File: src/rtl/multi_bank_mem_ctrl.sv
// multi_bank_mem_ctrl
// Maps a window of the CPU address space onto NUM_BANKS external memory
// banks. Each request is captured in IDLE, held in a fixed-length ACCESS
// phase of WAIT_STATES+1 cycles, and completed with a one-cycle RESP pulse.
//
// Ports
//   clk, reset_n          clock, asynchronous active-low reset
//   cpu_addr/write_data   request address and write data
//   cpu_read_en/write_en  level request enables (write wins when both high)
//   cpu_read_data         registered read result
//   cpu_ready             one-cycle completion pulse
//   cpu_error             out-of-range flag, valid with cpu_ready
//   mem_read_data         per-bank read data, bank k at [k*DATA_WIDTH +: DATA_WIDTH]
//   mem_addr              in-bank word address, shared
//   mem_write_data        write data, shared
//   mem_chip_en           one-hot bank enable
//   mem_write_en          write strobe, shared
//
// Build option: MEMCTRL_ERR_RESP_EN
//   defined   : out-of-range completions raise cpu_error with cpu_ready
//   undefined : cpu_error tied 0, out-of-range reads return 0
//
// state  | meaning
// IDLE   | waiting for a request; captures address/data/operation
// ACCESS | bank selected for WAIT_STATES+1 cycles
// RESP   | cpu_ready pulse, then back to IDLE

module multi_bank_mem_ctrl #(
  parameter int                    DATA_WIDTH     = 8,
  parameter int                    ADDR_WIDTH     = 16,
  parameter logic [ADDR_WIDTH-1:0] MEM_BASE_ADDR  = 16'h1000,
  parameter int                    BANK_ADDR_BITS = 11,
  parameter int                    NUM_BANKS      = 2,
  parameter int                    WAIT_STATES    = 1
) (
  input  logic                            clk,
  input  logic                            reset_n,
  input  logic [ADDR_WIDTH-1:0]           cpu_addr,
  input  logic [DATA_WIDTH-1:0]           cpu_write_data,
  input  logic                            cpu_read_en,
  input  logic                            cpu_write_en,
  output logic [DATA_WIDTH-1:0]           cpu_read_data,
  output logic                            cpu_ready,
  output logic                            cpu_error,
  input  logic [NUM_BANKS*DATA_WIDTH-1:0] mem_read_data,
  output logic [BANK_ADDR_BITS-1:0]       mem_addr,
  output logic [DATA_WIDTH-1:0]           mem_write_data,
  output logic [NUM_BANKS-1:0]            mem_chip_en,
  output logic                            mem_write_en
);

  localparam int BANK_SEL_W = (NUM_BANKS > 1) ? $clog2(NUM_BANKS) : 1;

  // One extra bit so the window end can sit exactly at 2^ADDR_WIDTH.
  localparam logic [ADDR_WIDTH:0] BASE_EXT  = {1'b0, MEM_BASE_ADDR};
  localparam logic [ADDR_WIDTH:0] LIMIT_EXT =
    BASE_EXT + ((ADDR_WIDTH+1)'(NUM_BANKS) << BANK_ADDR_BITS);

  typedef enum logic [1:0] {IDLE, ACCESS, RESP} state_t;

  state_t                  state, state_next;
  logic [3:0]              wait_cnt;
  logic                    is_write_q;
  logic [BANK_SEL_W-1:0]   bank_q;
  logic [BANK_SEL_W-1:0]   bank_sel;
  logic [ADDR_WIDTH-1:0]   offset;
  logic [ADDR_WIDTH:0]     addr_ext;
  logic                    in_range;
  logic                    req;
  logic [DATA_WIDTH-1:0]   sel_rdata;

  assign req       = cpu_read_en | cpu_write_en;
  assign addr_ext  = {1'b0, cpu_addr};
  assign in_range  = (addr_ext >= BASE_EXT) && (addr_ext < LIMIT_EXT);
  assign offset    = cpu_addr - MEM_BASE_ADDR;
  assign bank_sel  = BANK_SEL_W'(offset >> BANK_ADDR_BITS);
  assign sel_rdata = mem_read_data[bank_q*DATA_WIDTH +: DATA_WIDTH];

  always_ff @(posedge clk or negedge reset_n) begin
    if (!reset_n) state <= IDLE;
    else          state <= state_next;
  end

  always_comb begin
    state_next = state;
    case (state)
      IDLE:    if (req) state_next = in_range ? ACCESS : RESP;
      ACCESS:  if (wait_cnt == 4'd0) state_next = RESP;
      RESP:    state_next = IDLE;
      default: state_next = IDLE;
    endcase
  end

`ifdef MEMCTRL_ERR_RESP_EN
  logic err_q;
`endif

  always_ff @(posedge clk or negedge reset_n) begin
    if (!reset_n) begin
      wait_cnt       <= 4'd0;
      is_write_q     <= 1'b0;
      bank_q         <= '0;
      mem_addr       <= '0;
      mem_write_data <= '0;
      cpu_read_data  <= '0;
`ifdef MEMCTRL_ERR_RESP_EN
      err_q          <= 1'b0;
`endif
    end else begin
      case (state)
        IDLE: begin
          if (req) begin
            mem_addr       <= cpu_addr[BANK_ADDR_BITS-1:0];
            mem_write_data <= cpu_write_data;
            is_write_q     <= cpu_write_en;
            bank_q         <= bank_sel;
            wait_cnt       <= in_range ? 4'(WAIT_STATES) : 4'd0;
`ifdef MEMCTRL_ERR_RESP_EN
            err_q          <= !in_range;
`else
            // Out-of-range reads complete with a zero result.
            if (!in_range && !cpu_write_en) cpu_read_data <= '0;
`endif
          end
        end
        ACCESS: begin
          if (wait_cnt == 4'd0) begin
            if (!is_write_q) cpu_read_data <= sel_rdata;
          end else begin
            wait_cnt <= wait_cnt - 4'd1;
          end
        end
        default: ;
      endcase
    end
  end

  assign cpu_ready    = (state == RESP);
  assign mem_chip_en  = (state == ACCESS) ? (NUM_BANKS'(1) << bank_q) : '0;
  assign mem_write_en = (state == ACCESS) && is_write_q;

`ifdef MEMCTRL_ERR_RESP_EN
  assign cpu_error = (state == RESP) && err_q;
`else
  assign cpu_error = 1'b0;
`endif

endmodule

File: config.mk
export PLATFORM = sky130hd
export DESIGN_NAME = multi_bank_mem_ctrl
export DESIGN_NICKNAME = d
export VERILOG_FILES = /design/src/rtl/multi_bank_mem_ctrl.sv
export SDC_FILE = /design/constraint.sdc
export NUM_CORES = 1
export LEC_CHECK = 0
export BUFFER_PORTS_ARGS = -buffer_cell sky130_fd_sc_hd__buf_2
export CORE_MARGIN = 5
export CORE_UTILIZATION = 40
export CTS_CLUSTER_DIAMETER = 100
export DETAILED_ROUTE_END_ITERATION = 7
export GPL_TIMING_DRIVEN = 0
export PLACE_DENSITY = 0.68
export RECOVER_POWER = 25
export SLEW_MARGIN = 20
export SYNTH_ARGS = -nofsm -noshare
export SYNTH_HDL_FRONTEND = slang
export SYNTH_SLANG_ARGS = --single-unit
export TNS_END_PERCENT = 50
File: constraint.sdc
create_clock -name clk -period 3.2 [get_ports clk]
set_input_delay 0.16 -clock clk [delete_from_list [all_inputs] [get_ports clk]]
set_output_delay 0.16 -clock clk [all_outputs]
set_load 0.05 [all_outputs]
Word-level counts from Yosys, hierarchy flattened --
Index checks and enable logic that the tools add are counted.
Storage, ports and cells: bits in registers 35, input port bits 44, output and inout port bits 32, logic and storage cells 47
Cells by class: $add $sub $neg 2, order comparisons 2, equality and inequality tests 7, shifts and indexed selects 2, mux-type cells 14, bitwise operators 1, reductions and logical operators 12
Operator list (number):
- 8-bit 2-to-1 mux | 4
- 16-bit by 13-bit greater-or-equal comparator with 1-bit output, second input constant | 1
- 16-bit by 14-bit less-than comparator with 1-bit output, second input constant | 1
- 8-bit case mux with 2 select lines | 1
- 16-bit by 5-bit variable part select with 8-bit output | 1
- 12-bit by 1-bit subtractor with 12-bit output, second input constant | 1
- 2-bit != test, second input constant | 5
- 2-bit 2-to-1 mux | 4
- 4-bit 2-to-1 mux | 2
- 4-bit case mux with 2 select lines | 1
- 5-bit AND reduction | 1
- 4-bit logical NOT | 1
- 2-bit case mux with 2 select lines | 1
- 2-bit AND reduction | 2
- 4-bit by 1-bit subtractor with 4-bit output, second input constant | 1
- 1-bit logical AND | 3
- 3-bit AND reduction | 1
- 2-bit by 1-bit == test with 1-bit output, second input constant | 1
- 2-bit == test, second input constant | 1
- 1-bit logical NOT | 2
- 2-bit logical NOT | 1
- 2-bit nonzero test | 1
- 1-bit by 1-bit << shifter with 2-bit output, first input constant | 1
- 1-bit 2-to-1 mux | 1
- 1-bit bitwise OR | 1

Depth between registers and ports, before layout --
word-level depth 7, depth in mapped cells 6, gate-level depth less buffers 5

Worst setup path after synthesis --
No wires, ideal clock.
kind reg2reg, start point register wait_cnt[0], end point register cpu_read_data[0], library setup time 79 ps, arrival 1706 ps, data required time 3121 ps, slack 1415 ps, stages on the path, launching flop included 7, buffers on the path 1, clock period less this slack 1785 ps, cells stage by stage dfrtp_1 inv_1 ha_1 or3b_1 clkbuf_2 nor3_4 mux2i_1
On the way: cells in the longest elaborated chain, start to end 3
Ends and longest elaborated chain:
- start, declared | RTL line 62 | logic [3:0] wait_cnt;
- start signal, assigned | RTL line 117 | wait_cnt <= in_range ? 4'(WAIT_STATES) : 4'd0;
- start signal, assigned | RTL line 130 | wait_cnt <= wait_cnt - 4'd1;
- 4-bit logical NOT | RTL line 127 | if (wait_cnt == 4'd0) begin
- 2-bit != test (no source line)
- 5-bit AND reduction (no source line)
- end signal, assigned | RTL line 128 | if (!is_write_q) cpu_read_data <= sel_rdata;
- end, declared | RTL line 42 | output logic [DATA_WIDTH-1:0] cpu_read_data,
No other way between the ends. A chain may end at the register's enable or synchronous reset.

Worst setup path after layout --
start point register wait_cnt[0], end point register cpu_read_data[5]
The elaborated chain is that of the path after synthesis.

==> impl_results.md <==
* Status: completed
* WP data arrival at 2230 ps
* CTS tree: yes
* Leakage at between 1 and 1.5 nW
* CTS max path bufs at 2
* Max stage delay on crit path at approximately 440 ps
* Syn. warnings at 0
* Die X at around 74 microns
* Initial Utilization at approximately 40%
* # setup viols final at 0
* Mean post-synth cell area at between 10 and 15 sq um
* CP startpoint: wait_cnt[0]$_DFFE_PN0P_
* CTS Root Cell: clkbuf_8
* Final period util at between 60% and 70%
* Yosys top cell by area: dfrtp_1
* Final Skew at 5.26 ps
* Vias in the first global route at 1,332
* Top cells by area, synth: dfrtp_1, mux2_2, mux2i_1, o21ai_0, ha_1
* ANT nets after route at 0
* WS Path Type: flop to flop
* XOR/XNOR Fraction of Synth Area at 0%
* Pwr dens at 742 nW/um^2
* Die area at between 5000 and 6000 sq um
* Placement-stage cell area at 2080 sq um
* Final #Nets at 259
* Post-synthesis adder-cell area fraction at between 1.5 and 2%
* Post-synth top area share at ~53%
* Worst-path fanout max at 8
* CTS sink count at 35
* Synth-to-layout area growth at 32.1%
* DRT iter0 DRCs at 66
* Post-route total power at about 1.6 mW
* Compound-Gate Fraction of Synth Area at under 10%
* # DRC at 0
* Sequential area share after synthesis at between 50% and 60%
* CP startpoint kind: flop
* Core footprint at roughly 4000 sq um
* Hold wc startpoint: cpu_addr[1]
* Max Clk Rate at about 0.50 GHz
* Routed wire length at 3630 microns
* WHS Path Cells at 2
* # diodes at 0
* CP max stage cell: nor3_4
* # Max-Cap Violations at 0
* Worst Hold Path EP: mem_addr[1]$_DFFE_PN0P_
* Worst r2r dst: cpu_read_data[5]$_DFFE_PN0P_
* Synth Instances at 131
* Number of buffers created by CTS at 5
* R2R depth at 6
* Cell Area, Synth at between 1500 and 2000 sq um
* Buffers on Ports at 74
* Final design area excluding fillers at roughly 2200 sq um
* Worst slew pin tran at a little under 800 ps
* Placement row count at 23
* Post-synth cell types at 34
* Non-filler cells, final at 264
* Synth Register Bits at 35
* Die Y at roughly 74 microns
* Worst IR drop on VDD at about 350 uV
* Ports at 76
* Post-synthesis mux area share at 24.6%
* Flop-to-flop setup slack at 1180 ps
* Fin util at around 54%
* Routed vias/inst at roughly 5
* DR WL/cell at 13.8 microns
* Global-route wire length before repair at between 5000 and 6000 microns
* Slew margin rel. at around 48%
* Placer Congestion at between 0.7 and 0.8
* Cells along the critical path: inv_1 -> ha_1 -> or3b_1 -> clkbuf_2 -> nor3_4 -> mux2i_1
* Final hold violation count at 0
* Top FF cell, synth: dfrtp_1
* Fin crit period at between 2000 and 2500 ps
* Total GRT Usage at 14.4%
* Via count at between 1,000 and 1,500
* Most frequent cell after synthesis: dfrtp_1
* Drt first pass iters at 4
* Reg-to-Reg Start: wait_cnt[0]$_DFFE_PN0P_
* Placed Cells at around 260
* FFs w/ async S/R, synth at 100%
* Hpwl dp at between 2000 and 3000 microns
* Worst-path clk slew at 70 ps
* CP endpoint kind: flop
* Initial antenna violation count at 0
* Layout cells sized above 1 at around 39%
* PostCTS Resize Cnt at 0
* Total negative slack at 0 ps
* Top cells by instance count after synthesis: dfrtp_1, mux2_2, mux2i_1
* Number of synthesized flops with an enable pin at 0
* Worst hold path type: input pin to flop
* Unrepaired setup endpoints after global routing: no
* Post-synthesis simple-gate area fraction at between 7 and 8%
* Synthesized Nets at about 180
* CTS H-tree depth at 2
* Largest net degree at the start of global routing at 36
* Final Max Slew Viols at 0
* Largest family of logic cells by synthesized area: multiplexers
* GRT overflow at 0
* Worst EP required at around 3400 ps
* Clk_lat worst skew at 280 ps
-- stage by stage --
stage / hold WS [ps] / worst slack (ps)
2_1_floorplan: -136 / 1410
3_3_place_gp: 297 / 1200
3_5_place_dp: 290 / 1170
4_1_cts: 88.9 / 1160
5_1_grt: 88.2 / 1040
6_report: 102 / 1180
-- cell families (layout without fill, tap and decap cells) --
group                    count (synthesis)  after routing
adder cells (fa/ha/maj)                  2              2
other                                    1              1
multiplexers                            38             38
AO/OA/AOI/OAI                           23             23
AND/OR/NAND/NOR                         18             18
flip-flops                              35             35
buffers and inverters                   14             97
-- report_power, final --
group          total (mW)  switching (mW)  leakage (nW)  internal [mW]
registers           0.583          0.0514         0.436          0.531
logic               0.624           0.441         0.521          0.184
clock network       0.408           0.156        0.0612          0.252
total                1.61           0.648          1.02          0.967
-- timing repair --
| action | 4_1_cts | 5_1_grt |
|---|---|---|
| setup buffers | 0 | 0 |
| setup endpoints to repair | 0 | 0 |
| hold buffers | 1 | 0 |
| endpoints found under the hold margin | 35 | 0 |
-- final cells by class --
cell class,count,area (sq um)
buffer,9,46.3
fill,372,1820
multi-input combinational,82,707
inverter,5,18.8
tap,50,62.6
sequential,35,876
clock inverter,2,35.0
timing repair buffer,75,349
clock buffer,6,82.6
-- metal layers --
layer	track usage [%]	part of all wire [%]	up-vias
met5	0	0	-
met4	6.04	1.6	0
met3	6.76	11	7
met2	21.8	45	53
met1	17.7	43	604
li1	-	-	633
-- worst max-delay path: cells and delay by family (launching register included) --
| family | cells | cell delay [ps] |
|---|---|---|
| DFF | 1 | 430 |
| adders and majority gates | 1 | 180 |
| buffers and inverters | 2 | 300 |
| muxes | 1 | 250 |
| and+or+nand+nor | 2 | 780 |
-- registers in the layout (all words and copies together) (netlist names) --
register	count
bank_q	1
cpu_read_data	8
is_write_q	1
mem_addr	11
mem_write_data	8
state	2
wait_cnt	4
-- how the worst max path moves through the flow --
stage / endpoint / depth (start not counted)
global placement: cpu_read_data[7]$_DFFE_PN0P_ / 6
global route: cpu_read_data[5]$_DFFE_PN0P_ / 6
CTS: cpu_read_data[5]$_DFFE_PN0P_ / 6
finish: cpu_read_data[5]$_DFFE_PN0P_ / 6
detailed placement: cpu_read_data[5]$_DFFE_PN0P_ / 6
floorplan: cpu_read_data[0]$_DFFE_PN0P_ / 6
-- placed cells by master, fill, tap and decap left out, drive strengths merged, types with 3 or more instances in the layout --
cell type and count:
nor2 3, buf 54, clkbuf 35, mux2i 18
mux2 20, inv 5, o21ai 12, dfrtp 35
Note: power is estimated with default switching activity, not from simulation.
